**src/rtl/apb_fsm_controller.sv**
```systemverilog
// APB-side sequencer of the AHB-to-APB bridge: SETUP/ACCESS phasing, peripheral select, AHB stall.
// Optional APB3 wait states when APB_PREADY_EN is defined (adds the Pready input).
module apb_fsm_controller #(
  parameter logic [31:0] IC_BASE = 32'h8000_0000,
  parameter logic [31:0] CT_BASE = 32'h8400_0000,
  parameter logic [31:0] RP_BASE = 32'h8800_0000
) (
  input  logic        Hclk,
  input  logic        Hreset,
  input  logic        valid,
  input  logic        Hwrite,
  input  logic        Hwrite_reg,
  input  logic [31:0] Haddr,
  input  logic [31:0] Haddr1,
  input  logic [31:0] Haddr2,
  input  logic [31:0] Hwdata,
  input  logic [31:0] Hwdata1,
`ifdef APB_PREADY_EN
  input  logic        Pready,
`endif
  output logic        Penable,
  output logic        Pwrite,
  output logic [2:0]  Pselx,
  output logic [31:0] Paddr,
  output logic [31:0] Pwdata,
  output logic        Hreadyout
);

  localparam logic [31:0] WIN_SIZE = 32'h0400_0000;

  // state       | meaning
  // IDLE/WWAIT  | no APB transfer / write address held, waiting one cycle for its data
  // READ/WRITE  | SETUP phase; WRITEP = SETUP with another write already pending
  // *ENABLE*    | ACCESS phase; WENABLEP = ACCESS with a pending transfer behind it
  typedef enum logic [2:0] {
    ST_IDLE, ST_WWAIT, ST_READ, ST_WRITE, ST_WRITEP, ST_RENABLE, ST_WENABLE, ST_WENABLEP
  } state_t;

  state_t      r_state, w_state_nxt;
  logic        r_penable, w_penable_nxt;
  logic        r_pwrite, w_pwrite_nxt;
  logic [2:0]  r_pselx, w_pselx_nxt;
  logic [31:0] r_paddr, w_paddr_nxt;
  logic [31:0] r_pwdata, w_pwdata_nxt;
  logic        r_hreadyout, w_hready_nxt;
  logic        w_pready;

`ifdef APB_PREADY_EN
  assign w_pready = Pready;
`else
  assign w_pready = 1'b1;
`endif

  function automatic logic [2:0] f_dec(input logic [31:0] a);
    logic [2:0] sel;
    sel = 3'b000;
    if (a >= IC_BASE && a < IC_BASE + WIN_SIZE) sel = 3'b001;
    if (a >= CT_BASE && a < CT_BASE + WIN_SIZE) sel = 3'b010;
    if (a >= RP_BASE && a < RP_BASE + WIN_SIZE) sel = 3'b100;
    return sel;
  endfunction

  always_comb begin
    w_state_nxt   = r_state;
    w_penable_nxt = r_penable;
    w_pwrite_nxt  = r_pwrite;
    w_pselx_nxt   = r_pselx;
    w_paddr_nxt   = r_paddr;
    w_pwdata_nxt  = r_pwdata;
    w_hready_nxt  = r_hreadyout;
    case (r_state)
      ST_IDLE, ST_RENABLE, ST_WENABLE: begin
        if ((r_state != ST_IDLE) && !w_pready) begin
          w_penable_nxt = 1'b1;
          w_hready_nxt  = 1'b0;
        end else if (!valid || Hwrite) begin
          w_state_nxt   = valid ? ST_WWAIT : ST_IDLE;
          w_penable_nxt = 1'b0;
          w_pselx_nxt   = 3'b000;
          w_hready_nxt  = 1'b1;
        end else begin
          w_state_nxt   = ST_READ;
          w_paddr_nxt   = Haddr;
          w_pwrite_nxt  = 1'b0;
          w_pselx_nxt   = f_dec(Haddr);
          w_penable_nxt = 1'b0;
          w_hready_nxt  = 1'b0;
        end
      end
      ST_WWAIT: begin
        // write data arrives one cycle after its address
        w_state_nxt   = valid ? ST_WRITEP : ST_WRITE;
        w_paddr_nxt   = Haddr1;
        w_pwdata_nxt  = Hwdata;
        w_pwrite_nxt  = 1'b1;
        w_pselx_nxt   = f_dec(Haddr1);
        w_penable_nxt = 1'b0;
        w_hready_nxt  = 1'b0;
      end
      ST_READ: begin
        w_state_nxt   = ST_RENABLE;
        w_penable_nxt = 1'b1;
        w_hready_nxt  = 1'b1;
      end
      ST_WRITE: begin
        w_state_nxt   = valid ? ST_WENABLEP : ST_WENABLE;
        w_penable_nxt = 1'b1;
        w_hready_nxt  = !valid;
      end
      ST_WRITEP: begin
        w_state_nxt   = ST_WENABLEP;
        w_penable_nxt = 1'b1;
        w_hready_nxt  = 1'b0;
      end
      ST_WENABLEP: begin
        if (!w_pready) begin
          w_penable_nxt = 1'b1;
          w_hready_nxt  = 1'b0;
        end else if (!Hwrite_reg) begin
          w_state_nxt   = ST_READ;
          w_paddr_nxt   = Haddr;
          w_pwrite_nxt  = 1'b0;
          w_pselx_nxt   = f_dec(Haddr);
          w_penable_nxt = 1'b0;
          w_hready_nxt  = 1'b0;
        end else begin
          // pending write sits two stages back in the address/data pipeline
          w_state_nxt   = valid ? ST_WRITEP : ST_WRITE;
          w_paddr_nxt   = Haddr2;
          w_pwdata_nxt  = Hwdata1;
          w_pwrite_nxt  = 1'b1;
          w_pselx_nxt   = f_dec(Haddr2);
          w_penable_nxt = 1'b0;
          w_hready_nxt  = 1'b0;
        end
      end
      default: begin
        w_state_nxt   = ST_IDLE;
        w_penable_nxt = 1'b0;
        w_pselx_nxt   = 3'b000;
        w_hready_nxt  = 1'b1;
      end
    endcase
  end

  always_ff @(posedge Hclk or posedge Hreset) begin
    if (Hreset) begin
      r_state     <= ST_IDLE;
      r_penable   <= 1'b0;
      r_pwrite    <= 1'b0;
      r_pselx     <= 3'b000;
      r_paddr     <= 32'h0;
      r_pwdata    <= 32'h0;
      r_hreadyout <= 1'b1;
    end else begin
      r_state     <= w_state_nxt;
      r_penable   <= w_penable_nxt;
      r_pwrite    <= w_pwrite_nxt;
      r_pselx     <= w_pselx_nxt;
      r_paddr     <= w_paddr_nxt;
      r_pwdata    <= w_pwdata_nxt;
      r_hreadyout <= w_hready_nxt;
    end
  end

  assign Penable   = r_penable;
  assign Pwrite    = r_pwrite;
  assign Pselx     = r_pselx;
  assign Paddr     = r_paddr;
  assign Pwdata    = r_pwdata;
  assign Hreadyout = r_hreadyout;

endmodule
```
**config.mk**
```make
export PLATFORM = sky130hd
export DESIGN_NAME = apb_fsm_controller
export DESIGN_NICKNAME = d
export VERILOG_FILES = /design/src/rtl/apb_fsm_controller.sv
export SDC_FILE = /design/constraint.sdc
export NUM_CORES = 1
export LEC_CHECK = 0
export CORE_MARGIN = 4
export CORE_UTILIZATION = 25
export DETAILED_ROUTE_END_ITERATION = 10
export GPL_TIMING_DRIVEN = 0
export PLACE_DENSITY = 0.58
export SYNTH_ARGS = -nofsm -noshare
export SYNTH_HDL_FRONTEND = slang
export SYNTH_SLANG_ARGS = --single-unit
```
**constraint.sdc**
```tcl
create_clock -name Hclk -period 3.2 [get_ports Hclk]
set_input_delay 0.64 -clock Hclk [delete_from_list [all_inputs] [get_ports Hclk]]
set_output_delay 0.64 -clock Hclk [all_outputs]
set_load 0.01 [all_outputs]
```
Word level (Yosys, flattened, before mapping)
Cells that the tools add are included.

storage, ports and cells
  flip-flop bits (word level) = 73
  bits in latches = 0
  RAM bits = 0
  bits in read-only memories = 0
  input port bits = 165
  word-level logic and storage cells = 83
  memories = 0

cells by class
  add/sub/neg operators = 0
  $mul = 0
  div/mod/pow operators = 0
  magnitude comparators = 18
  equality and inequality tests = 9
  shift operators = 0
  muxes and demuxes = 29
  bitwise gates (word level) = 0
  reductions and logical operators = 20

operators by type and width
  kind                  count
  $ge 32x32->1 const B  9
  $lt 32x32->1 const B  9
  $mux 32               3
  $pmux 32 s3           1
  $pmux 32 s2           1
  $mux 3                10
  $pmux 3 s6            1
  $eq 3x3->1 const B    4
  $logic_and 1x1->1     9
  $pmux 3 s3            1
  $reduce_or 3->1       3
  $mux 1                8
  $eq 3x2->1 const B    2
  $reduce_or 5->1       1
  $ne 2x2->1 const B    2
  $pmux 1 s4            1
  $reduce_and 2->1      2
  $eq 3x1->1 const B    1
  $logic_not 3->1       1
  $pmux 1 s3            1
  $reduce_bool 3->1     1
  $mux 2                1
  $pmux 1 s2            1
  $reduce_bool 2->1     1
  2 further kinds       2

Depth between registers and ports, before layout
  depth after elaboration = 7
  gate-level depth with buffers = 8

Worst setup path after synthesis
Ideal clock, no wire load.

  path type = input-to-reg
  start = input valid
  end = register r_paddr[31], in the netlist Paddr[31]
  setup time = 0.125 ns
  arrival time = 1.746 ns
  required time = 3.075 ns
  path slack = 1.330 ns
  stages = 6
  cells stage by stage = buf_2 and2b_1 o21ai_1 nor2_2 buf_6 mux2_2

between the ends
  word-level cells in the longest chain between the ends = 4

RTL lines
  element                            line  RTL
  from (decl)                        10    input logic valid,
  $logic_not 1->1                    76    end else if (!valid || Hwrite) begin
  $logic_or 1x1->1                   76
  $ne 2x2->1 (no source line)        -
  $reduce_and 2->1 (no source line)  -
  to (signal assigned)               160   r_paddr <= w_paddr_nxt;
  to (decl)                          43    logic [31:0] r_paddr, w_paddr_nxt;

No other way between the ends.
A chain may end at the register's enable or synchronous reset.

Final worst setup path
  start = input Hwrite_reg
  end = register r_paddr[5], in the netlist Paddr[5]

between the ends
  word-level cells in the longest chain between the ends = 2

RTL lines
  element      line  RTL
  from (decl)  12    input logic Hwrite_reg,
  $mux 32      119   end else if (!Hwrite_reg) begin
  $pmux 32 s3  71    case (r_state)

No other way between the ends.

==> flow_summary.rst <==
.. list-table::
   :header-rows: 1

   * - Metric
     - Value
   * - Tightest slew margin relative to the limit
     - 52.0%
   * - DP Wirelength
     - around 11000 um
   * - Worst-Skew Late Latency
     - about 330 ps
   * - Achievable Freq
     - approximately 0.46 GHz
   * - DRC violation count after routing
     - 0
   * - Tot Pwr
     - 6100 uW
   * - Number of failing hold endpoints at the final stage
     - 0
   * - Critical Path Fanout Max
     - 10
   * - Synth-to-Final Area Change
     - 75.7%
   * - Worst clock skew
     - 6.08 ps
   * - Effective utilization at floorplan
     - 25.5%
   * - Clock input transition at the sequential cells of the worst setup and hold paths
     - approximately 50 ps
   * - Buffers inserted by post-CTS timing repair
     - 0
   * - Period minus WS final
     - 2190 ps
   * - Final-layout fill cell count
     - between 1000 and 1500
   * - Cell area after layout
     - 0.00681 mm^2
   * - Pwr per Cell Area
     - 895 mW/mm^2
   * - Total nets after synthesis
     - between 500 and 600
   * - NumNets Final
     - 800
   * - Setup repair after global routing missed its margin
     - false
   * - Average via count per standard cell
     - 4.64
   * - Iteration-0 DRC Markers
     - 147
   * - Final wirelength
     - ~13000 um
   * - # rows
     - 45
   * - Area taken by multi-input logic gates
     - between 0.0015 and 0.002 mm^2
   * - Arrival @ worst endpoint
     - ~2400 ps
   * - Synth Cell Area
     - a little under 0.004 mm^2
   * - Yosys synthesis warning count
     - 0
   * - DRT antenna net count
     - 0
   * - Number of flops mapped to enable cells by yosys
     - 0
   * - Number of library cell types mapped by synthesis
     - just over 40
   * - Average footprint of a synthesized cell
     - 9.95 um^2
   * - TritonCTS clock tree
     - yes
   * - Main synth FF type
     - dfrtp_1
   * - Run status
     - finished, final reports clean
   * - Per-cell routed wire length
     - about 16 um
   * - Maximum number of pins on one net before global-route repair
     - 44
   * - Clock root cell
     - clkbuf_16
   * - # clock sinks
     - 73
   * - Htree depth
     - 3
   * - Max-slew violation count
     - 0
   * - Synth async-reset ratio
     - 100%
   * - Wire length of the first global-routing pass
     - 20900 um
   * - Min-Delay Path Class
     - reg2reg
   * - Util after Layout
     - 44.8%
   * - Via count of the first global-routing pass
     - ~4000
   * - CTS buffer count
     - 9
   * - Number of cells upsized or downsized after cts
     - 0
   * - Die width
     - 133 um
   * - Tcrit/Tclk final
     - between 60% and 70%
   * - Die height
     - ~130 um
   * - IO Count
     - between 200 and 250
   * - Last weighted congestion value of the routability-driven placer
     - roughly 0.82
   * - Crit. End Element
     - flop
   * - Synth Instances
     - roughly 400
   * - Placeable core region
     - about 0.015 mm^2
   * - Post-route setup TNS
     - 0 ps
   * - Leak
     - ~0.0031 uW
   * - Final Hold Slack
     - between 400 and 500 ps
   * - Count of TritonRoute iterations in the first routing pass
     - 4
   * - Worst EP required
     - 3400 ps
   * - Actual slew at the worst max-slew pin
     - about 700 ps
   * - Placed inst area
     - 0.00647 mm^2
   * - WS Path Type
     - in2reg
   * - Fraction of final layout cells sized beyond drive strength 1
     - approximately 7.7%
   * - Inserted Diodes
     - 0
   * - GRT Resource Usage Total
     - between 10 and 15%
   * - Setup violators final
     - 0
   * - Via count
     - 3842
   * - Buffer levels on the longest clock path
     - 2
   * - Max VDD drop
     - around 0.0003 V
   * - Combined flip-flop and latch cell area
     - 0.00183 mm^2
   * - Share of the yosys chip area belonging to registers
     - a little under half
   * - Area contributors post-synth
     - dfrtp_1 46%, mux2i_1 16%, a22o_1 6.5%
   * - Global-route congestion overflow total
     - 0
   * - Antenna violations before repair
     - 0
   * - Number of buffers added on ports
     - ~230
   * - Area fraction of the dominant cell type after synthesis
     - 46.5%
   * - Most common library cells after synthesis
     - 72 x dfrtp_1, 61 x mux2i_1, 37 x nand2_1
   * - Crit path launch type
     - primary input
   * - Max-capacitance violation count
     - 0
   * - Cell type contributing the most total cell area after synthesis
     - dfrtp_1
   * - Hold bufs inserted after CTS
     - 0
   * - Most instantiated library cell after synthesis
     - dfrtp_1
   * - Die Footprint
     - approximately 0.018 mm^2
   * - Post-synthesis sequential element count
     - 73
[layout by cell type (no fill, tap or decap), drive strengths merged, types with 3 or more instances in the layout]
master           n
o21ai           40
inv             35
a22o            29
nand2b           4
a21oi           36
nor4             3
clkdlybuf4s50  233
o2111ai          3
buf             25
nand2           37
dfrtp           72
clkbuf          16
nor2             7
bufinv           3
a31oi            3
mux2i           61
a221o            3
mux2             3
nand3            4
[per-layer routing]
metal | GRT usage [%] | vias to the layer above | share of wire (%)
li1 | - | 1879 | -
met2 | 26.0 | 144 | 51
met4 | 4.62 | 0 | 1.4
met1 | 17.4 | 1807 | 41
met3 | 4.49 | 12 | 6.7
met5 | 0 | - | 0
[layout make-up]
cell class,instances,share of cell area [%]
clock buffer,11,3.56
clock inverter,5,1.51
timing repair buffer,234,34.5
inverter,35,1.96
sequential,73,26.8
tap,188,3.45
buffer,29,2.46
multi-input combinational,253,25.7
[per-stage QoR]
stage               worst slack, ps  instances
finish                         1010        828
global route                    943        828
CTS                            1010        828
detailed placement              658        812
global placement               -601        811
floorplan                       708        390
[power by group]
| group | switching [uW] | internal (uW) |
|---|---|---|
| sequential | 232 | 1410 |
| clock | 376 | 781 |
| combinational | 1590 | 1710 |
| total | 2200 | 3900 |
[sequential cells by signal (all words and copies together), names as in the netlist]
name,cells
Penable,1
Pwdata,32
Hreadyout,1
Pwrite,1
r_state,3
Pselx,3
Paddr,32
[worst max-delay path, cell delays in order]
cell and delay (ps):
clkdlybuf4s50_1 610, and4_1 240, buf_6 140, nor2_4 60, buf_4 200, buf_4 190, a21oi_1 200, mux2i_1 90
[logic make-up after synthesis]
family	Yosys count	share of synthesized area, %
buffers and inverters	64	7.71
AND/OR/NAND/NOR	69	9.03
multiplexers	64	16.6
AO/OA/AOI/OAI	120	19.5
flip-flops	73	47.1
[worst paths after layout]
check / from / to / slack [ps] / depth (start not counted)
worst min register to register: Pwdata[17]$_DFFE_PP0P_ / Pwdata[17]$_DFFE_PP0P_ / 480 / 2
min in group asynchronous: Hreset / Paddr[10]$_DFFE_PP0P_ / 670 / 2
max in group asynchronous: Hreset / Hreadyout$_DFF_PP1_ / 1900 / 3
worst max-delay path: Hwrite_reg / Paddr[5]$_DFFE_PP0P_ / 1010 / 8
worst min-delay path: Pwdata[17]$_DFFE_PP0P_ / Pwdata[17]$_DFFE_PP0P_ / 480 / 2
worst max register to register: r_state[2]$_DFF_PP0_ / Paddr[5]$_DFFE_PP0P_ / 1280 / 7
Power figures use the tool's default switching activity.
